### src/rtl/m65c02_add_seq_pkg.sv
// Shared definitions for the multi-byte ADC/SBC sequencer.
//   state_t      : sequencer FSM encoding
//   OP_ADD/OP_SUB: values of the Op request bit
//   NBYTES_MIN/MAX: legal range of the operand width parameter
package m65c02_add_seq_pkg;

    typedef enum logic [1:0] {
        ST_IDLE = 2'b00,
        ST_RUN  = 2'b01,
        ST_DONE = 2'b10
    } state_t;

    localparam logic OP_ADD = 1'b0;
    localparam logic OP_SUB = 1'b1;

    localparam int NBYTES_MIN = 1;
    localparam int NBYTES_MAX = 4;

endpackage

### src/rtl/m65c02_add_seq.sv
// Multi-byte sequencer for the shared 8-bit binary/decimal adder.
// Accepts one ADC/SBC request of 1 or NBYTES bytes and walks the adder one
// byte per cycle, low byte first, chaining the carry. Collects Sum and N/V/Z/C.
// Ports:
//   Clk, Rst_N              : clock, async active-low reset
//   Req, Op, D, W, A, B, Ci : request (sampled in IDLE only) and operands
//   Busy, Done              : not-idle status, one-cycle result strobe
//   Sum, Co, OV, N, Z, Err  : result, flags, sticky adder-invalid error
//   En_AU, En_DU, AddOp, AddQ, AddR, AddCi : adder drive (zero outside RUN)
//   AddOut, AddOV, AddVal   : adder result {carry,sum}, overflow, valid
module m65c02_add_seq
    import m65c02_add_seq_pkg::*;
#(
    parameter int NBYTES = 2
) (
    input  logic                  Clk,
    input  logic                  Rst_N,
    input  logic                  Req,
    input  logic                  Op,
    input  logic                  D,
    input  logic                  W,
    input  logic [8*NBYTES-1:0]   A,
    input  logic [8*NBYTES-1:0]   B,
    input  logic                  Ci,
    output logic                  Busy,
    output logic                  Done,
    output logic [8*NBYTES-1:0]   Sum,
    output logic                  Co,
    output logic                  OV,
    output logic                  N,
    output logic                  Z,
    output logic                  Err,
    output logic                  En_AU,
    output logic                  En_DU,
    output logic                  AddOp,
    output logic [7:0]            AddQ,
    output logic [7:0]            AddR,
    output logic                  AddCi,
    input  logic [8:0]            AddOut,
    input  logic                  AddOV,
    input  logic                  AddVal
);

    localparam int IDX_W = (NBYTES > 1) ? $clog2(NBYTES) : 1;
    localparam logic [IDX_W-1:0] LAST_IDX = IDX_W'(NBYTES - 1);

    if (NBYTES < NBYTES_MIN || NBYTES > NBYTES_MAX) begin : g_bad_nbytes
        $error("m65c02_add_seq: NBYTES out of range");
    end

    state_t              state, state_nxt;
    logic [IDX_W-1:0]    idx;
    logic [8*NBYTES-1:0] a_r, b_r, sum_nxt;
    logic                op_r, d_r, w_r, ci_r, carry_r;
    logic                run, last;

    assign run  = (state == ST_RUN);
    // W=0 finishes on the first byte; W=1 on the top byte.
    assign last = ~w_r | (idx == LAST_IDX);

    // FSM state register
    always_ff @(posedge Clk or negedge Rst_N) begin
        if (!Rst_N) state <= ST_IDLE;
        else        state <= state_nxt;
    end

    always_comb begin
        state_nxt = state;
        case (state)
            ST_IDLE: if (Req) state_nxt = ST_RUN;
            ST_RUN:  if (last) state_nxt = ST_DONE;
            ST_DONE: state_nxt = ST_IDLE;
            default: state_nxt = ST_IDLE;
        endcase
    end

    // Sum with the current adder byte merged in; Z is taken from this so the
    // last byte is included in the same edge that captures it.
    always_comb begin
        sum_nxt = Sum;
        sum_nxt[{idx, 3'b000} +: 8] = AddOut[7:0];
    end

    always_ff @(posedge Clk or negedge Rst_N) begin
        if (!Rst_N) begin
            a_r     <= '0;
            b_r     <= '0;
            op_r    <= 1'b0;
            d_r     <= 1'b0;
            w_r     <= 1'b0;
            ci_r    <= 1'b0;
            carry_r <= 1'b0;
            idx     <= '0;
            Sum     <= '0;
            Co      <= 1'b0;
            OV      <= 1'b0;
            N       <= 1'b0;
            Z       <= 1'b0;
            Err     <= 1'b0;
        end else begin
            case (state)
                ST_IDLE: if (Req) begin
                    a_r  <= A;
                    b_r  <= B;
                    op_r <= Op;
                    d_r  <= D;
                    w_r  <= W;
                    ci_r <= Ci;
                    idx  <= '0;
                    Sum  <= '0;   // upper bytes stay 0 for an 8-bit op
                end
                ST_RUN: begin
                    Sum     <= sum_nxt;
                    carry_r <= AddOut[8];
                    if (!AddVal) Err <= 1'b1;
                    if (last) begin
                        Co <= AddOut[8];
                        OV <= AddOV;
                        N  <= AddOut[7];
                        Z  <= ~|sum_nxt;
                    end else begin
                        idx <= idx + 1'b1;
                    end
                end
                default: ;
            endcase
        end
    end

    assign Busy  = (state != ST_IDLE);
    assign Done  = (state == ST_DONE);

    // Adder drive is gated by RUN so an async reset drops the enables at once.
    assign En_AU = run & ~d_r;
    assign En_DU = run &  d_r;
    assign AddOp = run &  op_r;
    assign AddQ  = run ? a_r[{idx, 3'b000} +: 8] : 8'h00;
    assign AddR  = run ? b_r[{idx, 3'b000} +: 8] : 8'h00;
    assign AddCi = run & ((idx == '0) ? ci_r : carry_r);

endmodule

### config.mk
export PLATFORM = sky130hd
export DESIGN_NAME = m65c02_add_seq
export DESIGN_NICKNAME = d
export VERILOG_FILES = /design/src/rtl/m65c02_add_seq_pkg.sv /design/src/rtl/m65c02_add_seq.sv
export SDC_FILE = /design/constraint.sdc
export NUM_CORES = 1
export LEC_CHECK = 0
export CORE_MARGIN = 4
export CORE_UTILIZATION = 50
export CTS_BUF_LIST = sky130_fd_sc_hd__clkbuf_4 sky130_fd_sc_hd__clkbuf_8
export CTS_CLUSTER_SIZE = 40
export DETAILED_ROUTE_END_ITERATION = 7
export GPL_TIMING_DRIVEN = 0
export HOLD_SLACK_MARGIN = 0.02
export PLACE_DENSITY = 0.88
export SYNTH_ARGS = -nofsm -noshare
export SYNTH_HDL_FRONTEND = slang
export SYNTH_SLANG_ARGS = --single-unit
### constraint.sdc
create_clock -name Clk -period 2.55 [get_ports Clk]
set_clock_uncertainty 0.2 [all_clocks]
set_input_delay 0.3825 -clock Clk [delete_from_list [all_inputs] [get_ports Clk]]
set_output_delay 0.3825 -clock Clk [all_outputs]
set_load 0.05 [all_outputs]
==> summary.md <==
| Metric | Value |
|---|---|
| Outcome | `finished clean` |
| Setup violations, final | `0` |
| Post-route ant nets | `0` |
| HP Class | `reg2reg` |
| Worst Setup End Kind | `primary output` |
| FP Rows | `26` |
| Post-Synthesis Cell Area | `roughly 2600 um^2` |
| PD cells | `about 1500 nW/um^2` |
| Total Power | `roughly 5.6 mW` |
| Net Sw Power | `between 2 and 3 mW` |
| Drt pass-1 iters | `4` |
| Slew Limit Fails | `0` |
| MaxCap Viol Count | `0` |
| Routability Congestion | `between 0.8 and 0.9` |
| Worst setup margin | `around 0.10 ns` |
| Final hold viol count | `0` |
| DR WL/cell | `~17 um` |
| Worst EP required | `approximately 2.0 ns` |
| Die W | `roughly 80 um` |
| Nets | `between 300 and 400` |
| Core area | `5075 um^2` |
| Clock buffer count from CTS | `9` |
| DR iter-0 viols | `between 90 and 100` |
| H-tree depth | `3` |
| Int Pwr | `between 3 and 4 mW` |
| Reg2reg setup slack | `0.77 ns` |
| CP Launch Point | `state[0]$_DFFE_PN0P_` |
| Logic pwr share | `0.549` |
| Vias per cell | `between 5 and 6` |
| Hold depth | `1` |
| I/O Pins | `93` |
| Clock latency on the worst-skew pair | `approximately 0.32 ns` |
| ANT cells | `0` |
| Vias in the first global route | `between 2000 and 2500` |
| Setup crit start kind | `register` |
| Most frequent cell after synthesis | `dfrtp_1` |
| Total die area | `between 6000 and 7000 um^2` |
| Worst Path Max Fanout | `7` |
| Area grow syn2layout | `44.41%` |
| Mapped Cells | `194` |
| Post-synth top area share | `0.5832` |
| # port buffers | `92` |
| Post-route minimum period | `~2.4 ns` |
| Post-synth cell types | `27` |
| Number of flops mapped to enable cells by yosys | `0` |
| Sequential area share after synthesis | `0.5832` |
| Post-synth top flop | `dfrtp_1` |
| DRC viols | `0` |
| Num Clock Sinks | `approximately 60` |
| Synth top cells by count | `dfrtp_1 (61), mux2_2 (39), nor2_1 (20)` |
| Clock transition at the registers of the reported paths | `approximately 0.060 ns` |
| Clock tree buffer depth | `2` |
| Relative slew slack | `0.6335` |
| FF+latch count, synth | `approximately 60` |
| DRT Wirelength | `6503 um` |
| Placed Cells | `around 360` |
| Top cells by area in the synthesized netlist | `dfrtp_1 (58%), mux2_2 (17%), mux2i_1 (6.5%)` |
| GRT Overall Usage | `0.2201` |
| Area of the multi-input gates | `1027 um^2` |
| Overflow after GRT | `0` |
| Clock Power Share | `0.141` |
| Post-synth ARST share | `1.000` |
| Largest net degree at the start of global routing | `39` |
| Sequential share of power | `0.310` |
| Slew @ Worst Pin | `0.5498 ns` |
| Finished Layout Cells | `between 300 and 400` |
| DP HPWL | `around 4700 um` |
| CP arrival | `roughly 1.9 ns` |
| Seq. cell area | `between 1500 and 2000 um^2` |
| Total leakage power | `between 1.5 and 2 nW` |
| Initial antenna violation count | `0` |
| Vert. Die Dim | `about 80 um` |
| HP Start | `Err$_DFFE_PN0P_` |
| Starting Density | `0.5158` |
| Post-synth top area cell | `dfrtp_1` |
| Crit Path Class | `reg2out` |
| Root Driver | `clkbuf_8` |
| Fmax | `between 400 and 500 MHz` |
| First-pass GRT wire length | `10520 um` |
| Syn Area/Cell | `~13 um^2` |
| Crit Reg-Reg Startpoint | `state[1]$_DFFE_PN0P_` |
| YS warnings | `0` |
| # fillers | `roughly 360` |
| FF-to-FF path depth | `3` |
| Routed vias | `1997` |
| Postcts setup bufs | `0` |
| Switching share of power | `0.4509` |
| TritonCTS clock tree | `yes` |
| Unrepaired setup endpoints after global routing | `no` |
| Layout cell share with drive strength beyond 1 | `0.2815` |
| IR drop worst, VDD | `0.7563 mV` |
| Place WS | `-0.05867 ns` |
| Post-synth net total | `between 200 and 250` |
| Post-route clock period utilization | `0.9602` |
## per-stage QoR
stage,instance area (um^2),TNS [ns],hold slack [ns],utilization
3_5_place_dp,3641,-0.2925,0.1956,0.7175
3_3_place_gp,3626,-60.89,0.2585,0.7145
4_1_cts,3811,-0.3700,0.2788,0.7510
2_1_floorplan,2618,0,-0.1131,-
5_1_grt,3780,0,0.3127,0.7448
6_report,3780,0,0.2759,0.7448
## metal layers
layer	vias to the layer above	share of wire	global-route usage
met3	20	0.069	0.05381
li1	909	-	-
met1	982	0.39	0.2649
met4	0	0.029	0.1098
met5	-	0	0
met2	86	0.51	0.3667
## path summary, 6_finish.rpt
check | end
worst max-delay path | En_DU
worst min-delay path | Err$_DFFE_PN0P_
worst max register to register | b_r[14]$_DFFE_PN0P_
worst min register to register | Err$_DFFE_PN0P_
max in group asynchronous | a_r[5]$_DFFE_PN0P_
min in group asynchronous | Sum[4]$_DFFE_PN0P_
## final cells by class
type,count,area share
sequential,61,0.4038
multi-input combinational,121,0.2718
timing repair buffer,94,0.2344
clock buffer,13,0.04734
tap,70,0.02317
buffer,10,0.01622
inverter,2,0.001986
clock inverter,1,0.001324
## placed cells by master (no fill, tap or decap), drive strengths merged
| cell | count |
|---|---|
| nand2b | 2 |
| a22oi | 2 |
| clkdlybuf4s15 | 6 |
| o32ai | 1 |
| clkinv | 1 |
| nor4 | 5 |
| inv | 2 |
| o21ai | 1 |
| a21oi | 1 |
| clkbuf | 24 |
| and2 | 2 |
| nor3 | 1 |
| dfrtp | 61 |
| nand2 | 4 |
| a22o | 16 |
| mux2i | 17 |
| nor3b | 2 |
| buf | 13 |
| dlygate4sd2 | 2 |
| nor2 | 22 |
| or2 | 1 |
| and3b | 1 |
| clkdlybuf4s50 | 71 |
| nor2b | 2 |
| mux2 | 39 |
| dlygate4sd3 | 1 |
| o21bai | 1 |
| nand3 | 1 |
## registers in the layout, indices dropped and copies added, names as in the netlist
| signal | flops |
|---|---|
| Z | 1 |
| Err | 1 |
| b_r | 16 |
| carry_r | 1 |
| OV | 1 |
| a_r | 16 |
| Sum | 16 |
| N | 1 |
| ci_r | 1 |
| Co | 1 |
| op_r | 1 |
| state | 2 |
| d_r | 1 |
| w_r | 1 |
| idx | 1 |
## logic make-up after synthesis
kind of cell	count (synthesis)	synth area share
muxes	56	0.2328
buffers and inverters	12	0.02438
DFF	61	0.5832
AOI/OAI and AO/OA	22	0.07074
and+or+nand+nor	43	0.08891
## worst max-delay path: stages (launching register included)
cell and delay [ns]:
dfrtp_1 0.45, nor2b_1 0.35, and2_1 0.20, dlygate4sd2_1 0.53
## repair_timing
| item | CTS | global route |
|---|---|---|
| resized for setup | 33 | 26 |
| hold buffers | 1 | 0 |
| gates cloned | 0 | 0 |
| endpoints found under the hold margin | 23 | 0 |
| pin swaps | 0 | 0 |
| setup endpoints to repair | 20 | 15 |
## power groups by stage
stage | clock (mW) | sequential, mW | combinational (mW)
2_1_floorplan | 0 | 2.12 | 1.77
3_3_place_gp | 0 | 1.70 | 3.10
3_5_place_dp | 0 | 1.73 | 3.16
4_1_cts | 0.802 | 1.72 | 3.09
5_1_grt | 0.846 | 1.78 | 3.23
6_report | 0.786 | 1.72 | 3.05
(Power assumes the default switching activity.)
